--- config.mk ---
export PLATFORM = sky130hd
export DESIGN_NAME = pipe_slice_chain
export DESIGN_NICKNAME = d
export VERILOG_FILES = /design/src/rtl/pipe_slice_chain_pkg.sv /design/src/rtl/pipe_slice_chain_slot.sv /design/src/rtl/pipe_slice_chain.sv
export SDC_FILE = /design/constraint.sdc
export NUM_CORES = 1
export LEC_CHECK = 0
export ABC_CLOCK_PERIOD_IN_PS = 3300
export BUFFER_PORTS_ARGS = -buffer_cell sky130_fd_sc_hd__buf_2
export CORE_MARGIN = 3
export CORE_UTILIZATION = 35
export DETAILED_ROUTE_END_ITERATION = 8
export GPL_TIMING_DRIVEN = 0
export HOLD_SLACK_MARGIN = 0.03
export PLACE_DENSITY_LB_ADDON = 0.08
export SLEW_MARGIN = 10
export SYNTH_ARGS = -nofsm -noshare
export SYNTH_HDL_FRONTEND = slang
export SYNTH_SLANG_ARGS = --single-unit
--- constraint.sdc ---
create_clock -name clk -period 3.3 [get_ports clk]
set_input_delay 0.66 -clock clk [delete_from_list [all_inputs] [get_ports clk]]
set_output_delay 0.66 -clock clk [all_outputs]
set_load 0.05 [all_outputs]
--- src/rtl/pipe_slice_chain_pkg.sv ---
// Shared helpers for the pipe_slice_chain family: ceiling log2 and the
// occupancy-counter width derived from the chain depth.
package pipe_slice_chain_pkg;

  function automatic int clog2(input int value);
    int r;
    r = 0;
    for (int i = 0; i < 32; i++) begin
      if ((64'd1 << r) < 64'(value)) r = r + 1;
    end
    return r;
  endfunction

  // The counter must hold 0..depth; a zero-depth chain still gets a 1-bit port.
  function automatic int occ_width(input int depth);
    return (clog2(depth + 1) < 1) ? 1 : clog2(depth + 1);
  endfunction

endpackage

--- src/rtl/pipe_slice_chain_slot.sv ---
// One stage of the chain: a data register plus its valid flop, with async
// reset, synchronous clear and a load enable driven by the ready chain.
module pipe_slot #(
  parameter int               WIDTH       = 18,
  parameter logic [WIDTH-1:0] RESET_VALUE = '0
) (
  input  logic             clk,
  input  logic             rst,
  input  logic             sclr,
  input  logic             load,
  input  logic [WIDTH-1:0] d_in,
  input  logic             v_in,
  output logic [WIDTH-1:0] d_out,
  output logic             v_out
);

  // NOTE: sequential state uses non-blocking assignments so every stage
  // samples its neighbour's pre-edge value and the chain shifts by one.
  // NOTE: the data register is reset as well as the valid bit, so out_data
  // shows RESET_VALUE immediately on rst or after sclr, not stale payload.
  always_ff @(posedge clk or posedge rst) begin
    if (rst) begin
      v_out <= 1'b0;
      d_out <= RESET_VALUE;
    end else if (sclr) begin
      v_out <= 1'b0;
      d_out <= RESET_VALUE;
    end else if (load) begin
      v_out <= v_in;
      d_out <= d_in;
    end
  end

endmodule

--- src/rtl/pipe_slice_chain.sv ---
// Stallable register chain with valid/ready backpressure, clock enable,
// synchronous clear, bubble collapse and a registered occupancy count.
module pipe_slice_chain
  import pipe_slice_chain_pkg::*;
#(
  parameter int               WIDTH       = 18,
  parameter int               DEPTH       = 2,
  parameter logic [WIDTH-1:0] RESET_VALUE = '0
) (
  input  logic                          clk,
  input  logic                          rst,
  input  logic                          ce,
  input  logic                          sclr,
  input  logic                          in_valid,
  output logic                          in_ready,
  input  logic [WIDTH-1:0]              in_data,
  output logic                          out_valid,
  input  logic                          out_ready,
  output logic [WIDTH-1:0]              out_data,
  output logic [occ_width(DEPTH)-1:0]   occ_count
);

  localparam int CW = occ_width(DEPTH);

  if (DEPTH == 0) begin : g_pass
    assign in_ready  = out_ready & ce & ~sclr;
    assign out_valid = in_valid;
    assign out_data  = in_data;
    assign occ_count = '0;
  end else begin : g_chain
    logic [DEPTH-1:0] v;
    logic [DEPTH-1:0] move;
    logic [WIDTH-1:0] d [DEPTH];
    logic             accept;
    logic             emit;

    // A stage may advance if it is empty or its successor advances; this is
    // what lets bubbles collapse while the output is stalled.
    always_comb begin
      move            = '0;
      move[DEPTH-1]   = ~v[DEPTH-1] | out_ready;
      for (int i = DEPTH - 2; i >= 0; i--) begin
        move[i] = ~v[i] | move[i+1];
      end
    end

    assign in_ready = ce & ~sclr & move[0];
    assign accept   = in_valid & in_ready;
    assign emit     = v[DEPTH-1] & out_ready & ce & ~sclr;

    for (genvar i = 0; i < DEPTH; i++) begin : g_slot
      logic [WIDTH-1:0] src_d;
      logic             src_v;

      if (i == 0) begin : g_head
        assign src_d = in_data;
        assign src_v = accept;
      end else begin : g_body
        assign src_d = d[i-1];
        assign src_v = v[i-1];
      end

      pipe_slot #(
        .WIDTH       (WIDTH),
        .RESET_VALUE (RESET_VALUE)
      ) u_slot (
        .clk   (clk),
        .rst   (rst),
        .sclr  (sclr),
        .load  (ce & move[i]),
        .d_in  (src_d),
        .v_in  (src_v),
        .d_out (d[i]),
        .v_out (v[i])
      );
    end

    assign out_valid = v[DEPTH-1];
    assign out_data  = d[DEPTH-1];

    // Tracks popcount(v) incrementally; accept and emit together cancel.
    always_ff @(posedge clk or posedge rst) begin
      if (rst) begin
        occ_count <= '0;
      end else if (sclr) begin
        occ_count <= '0;
      end else if (accept && !emit) begin
        occ_count <= occ_count + CW'(1);
      end else if (emit && !accept) begin
        occ_count <= occ_count - CW'(1);
      end
    end
  end

endmodule

# After elaboration in Yosys (flattened, before gate mapping)

Cells that the tools add are included.

Memories kept: 0
Memory bits (writable): 0
Logic and storage cells: 38
Input port bits: 24
Output and inout port bits: 22
ROM bits: 0
Register bits after elaboration: 40
Latch bits: 0

Divide/modulo/power cells: 0
Equal/unequal tests: 0
Shifts and indexed selects: 0
Reductions and logical operators: 7
Bitwise gates (word level): 13
$mul: 0
Add/sub/neg operators: 2
Magnitude comparators: 0
Multiplexer cells: 11

Operator list:

| kind                                                               | number |
|---|---|
| 18-bit 2-to-1 mux                                                  | 4 |
| 1-bit AND                                                          | 8 |
| 2-bit 2-to-1 mux                                                   | 3 |
| 1-bit 2-to-1 mux                                                   | 4 |
| 2-bit nonzero test                                                 | 2 |
| 1-bit NOT                                                          | 3 |
| 3-bit nonzero test                                                 | 1 |
| 2-bit by 1-bit adder with 2-bit output, second input constant      | 1 |
| 1-bit logical AND                                                  | 2 |
| 1-bit logical NOT                                                  | 2 |
| 1-bit bitwise OR                                                   | 2 |
| 2-bit by 1-bit subtractor with 2-bit output, second input constant | 1 |

# Logic depth before layout (Yosys ltp)

Word-level depth: 10
Gate-level depth with buffers: 5
Mapped depth without buffers: 3

# Hierarchy

Synthesis repeated with hierarchy kept, for this count alone.

Cells, all modules: 148
Area total of the unflattened synthesis: 1754.2 sq um

Modules (own cells, without submodules):

| module           | seq. area each (sq um) | instances | cells an instance | area each (sq um) |
|---|---|---|---|---|
| pipe_slot        | 475.5                  | 2         | 62                | 782.0 |
| pipe_slice_chain | 50.0                   | 1         | 24                | 190.2 |

# Worst setup path after synthesis

Ideal clock, no wire load.

Path type: input port to output port
From: in out_ready
To: out in_ready
Path buffers: 1
Required time: 2.640 ns
Arrival time: 1.300 ns
Stages: 3
Path slack: 1.340 ns
Cells stage by stage: nand3b_2 -> and3b_4 -> buf_6

Cells in the longest elaborated chain, start to end: 3

Ends and longest elaborated chain:

| element          | line                   | source |
|---|---|---|
| from (decl)      | pipe_slice_chain.sv:18 | `input logic out_ready,` |
| 1-bit bitwise OR | pipe_slice_chain.sv:41 | `move[DEPTH-1] = ~v[DEPTH-1] \| out_ready;` |
| 1-bit bitwise OR | pipe_slice_chain.sv:43 | `move[i] = ~v[i] \| move[i+1];` |
| 1-bit AND        | pipe_slice_chain.sv:47 | `assign in_ready = ce & ~sclr & move[0];` |
| to (decl)        | pipe_slice_chain.sv:15 | `output logic in_ready,` |

Every way passes these cells.

# Worst setup path in the final report

Ends and elaborated chain as after synthesis.

==> impl_metrics.toml <==
[status]
status = "finished clean"

[timing]
worstMarginPinSlew_ps = 832
slew_viol_final = 0
final-hold-violation-count = 0
setup_viol_count_final = 0
slew_headroom_pct = 44.5
fin_crit_sh_pct = 69.4
fin_crit_ps = 2290
tns_ps = 0
rsz0062_at_grt = "false"
skew_ps = 3.82
fmax_ghz = 0.437
fin_hold_ws_ps = 498

[clock_tree]
cts_resized = 0
postCtsSetupBuffers = 0
cts_buffer_depth = 2
cts_sinks = 40
clk_pin_slew_ps = 70
h-tree-depth = 2
root_buffer = "clkbuf_8"
clk_latency_ps = 280
cts_tree = "built"
cts_hold_buffers = 0
numCtsBuffers = 5

[logic_synthesis]
synth_top_family_by_area = "compound AO/OA/AOI/OAI gates"
synth-adder-area-share_pct = 0
synth.area.top_cells = "dfrtp_1, a22o_1, buf_6"
yosys.area_share.simple_pct = 4.74
synth_cell_types = 22
yosysWarnings = 0
synthesis.nets = 129
synth_compound_area_share_pct = 24.2
syn_area_per_cell_um2 = 14.8
synth_xor_area_share_pct = 0.563
synthMuxAreaShare_pct = 1.45
synth_largest_area_cell = "dfrtp_1"
synth_area_mm2 = 0.00156
ys_seq_area_share_pct = 64.3
syn_inst = 105
synth_top_cell_area_share_pct = 64.3
synth-seq-cells = 40

[global_route]
grt_pass1_wl_um = 5770
gr-total-overflow = 0
grt_max_degree = 41
first_global_vias = 1171
grt.total_usage_pct = 14.2
antenna_found_initial = 0

[min_path]
hp-start = "g_chain.g_slot[0].u_slot.d_out[15]$_DFFE_PP0P_"
hold_path_class = "flop to flop"
whs_endpoint = "g_chain.g_slot[1].u_slot.d_out[15]$_DFFE_PP0P_"
holdPathStages = 1

[place]
gp_congestion = 0.687
place_hpwl_um = 2280
portBuffers = 43

[cells_and_area]
layout-drive-gt1-share_pct = 41.0
num_antenna_cells = 0
syn_to_final_growth_pct = 23.6
final_common_cell = "buf_2"
final_cell_mix = "buf_2, dfrtp_1, a22o_1"
nets = 179

[floorplan]
initial_core_util_pct = 37.6
num_rows = 23
io_pins = 46
die_w_um = 72.7
chipHeight_um = 72.7
core_mm2 = 0.00414
dieArea_mm2 = 0.00528

[worst_setup_path]
cp_max_fo = 10
cp-end-kind = "output port"
path_common_cell = "buf_2"
path_cells = "buf_2, nand3b_2, and3b_4, buf_6, buf_2"
r2r_start = "g_chain.g_slot[1].u_slot.v_out$_DFFE_PP0P_"
rr_worst_depth = 5
critical-path-max-stage-delay_ps = 260
cp_num_buf_inv = 3
ff2ff_setup_slack_ps = 1910
cp_slowest_cell = "nand3b_2"
reg2reg_to = "g_chain.g_slot[1].u_slot.d_out[2]$_DFFE_PP0P_"
cp.arrival_ps = 1630
start_kind = "input port"
worstSetupPathType = "input port to output port"
cpLargestDelayFamily = "simple AND/OR/NAND/NOR gates"
cp_data_required_time_ps = 2640

[power]
power_w = 0.000975
power_density_mw_per_mm2 = 507
p_leak_nw = 1.02
vdd_ir_drop_max_v = 0.000240

[detailed_routing]
antenna_left = 0
dr.pass1.iters = 4
vias = 1120
drtIter0Drc = 114
via_per_inst = 5.44
drt_wl_total_um = 3480
remaining_drc_errors = 0
wire_per_inst_um = 16.9

[job]
max-cap-violations = 0
## per-stage QoR
| stage | util, % | instances | instance area (um2) | setup slack, ps |
|---|---|---|---|---|
| after detailed placement | 44.3 | 198 | 1830 | 1010 |
| after global routing | 46.4 | 206 | 1920 | 970 |
| after floorplan | - | 105 | 1560 | 1340 |
| after CTS | 46.4 | 206 | 1920 | 1010 |
| final | 46.4 | 206 | 1920 | 1010 |
| after global placement | 44.3 | 198 | 1830 | 1020 |
## synthesized netlist by cell type
| cell type | instances |
|---|---|
| a21oi_1 | 1 |
| a21oi_4 | 1 |
| a22o_1 | 38 |
| a31oi_1 | 1 |
| and3b_1 | 1 |
| and3b_4 | 1 |
| and4b_2 | 1 |
| buf_2 | 5 |
| buf_6 | 4 |
| dfrtp_1 | 40 |
| inv_1 | 1 |
| mux2_1 | 1 |
| mux2_2 | 1 |
| nand2b_1 | 1 |
| nand3_1 | 1 |
| nand3b_2 | 1 |
| nand4b_1 | 1 |
| nor2_1 | 1 |
| nor2b_1 | 1 |
| o21a_1 | 1 |
| o32ai_1 | 1 |
| xnor2_1 | 1 |
## logic make-up (layout without fill, tap and decap cells)
group | after synthesis | in the layout
compound gates | 43 | 43
buf+inv | 10 | 61
mux | 2 | 2
simple gates | 9 | 9
xor+xnor | 1 | 1
flops | 40 | 40
## area by class of cell
cell class / count / area [um2]
fill: 407 / 2220
multi-input combinational: 55 / 482
tap: 50 / 62.6
inverter: 1 / 3.75
clock buffer: 8 / 90.1
timing repair buffer: 43 / 215
sequential: 40 / 1000
buffer: 9 / 70.1
## how the worst max path moves through the flow
stage,from,to,slack [ps],depth (start not counted)
6_report,out_ready,in_ready,1010,5
5_1_grt,out_ready,in_ready,970,5
4_1_cts,out_ready,in_ready,1010,5
3_5_place_dp,out_ready,in_ready,1010,5
3_3_place_gp,out_ready,in_ready,1020,5
2_1_floorplan,out_ready,in_ready,1340,3
## sequential cells by signal (all words and copies together), names as in the netlist
signal and flops:
g_chain.g_slot.u_slot.d_out 36, occ_count 2, g_chain.g_slot.u_slot.v_out 2
## report_power, final
group          internal (W)  switching [W]
Clock              0.000170       0.000153
Sequential         0.000512      0.0000136
Combinational     0.0000446      0.0000811
Total              0.000727       0.000248
## layer usage
| layer | global-route usage [%] | vias up | wire length, um |
|---|---|---|---|
| met2 | 22.0 | 48 | 1580 |
| met5 | 0 | - | 0 |
| met4 | 5.53 | 0 | 44 |
| met3 | 3.31 | 5 | 237 |
| li1 | - | 504 | - |
| met1 | 19.3 | 563 | 1610 |
(Power assumes the default switching activity.)
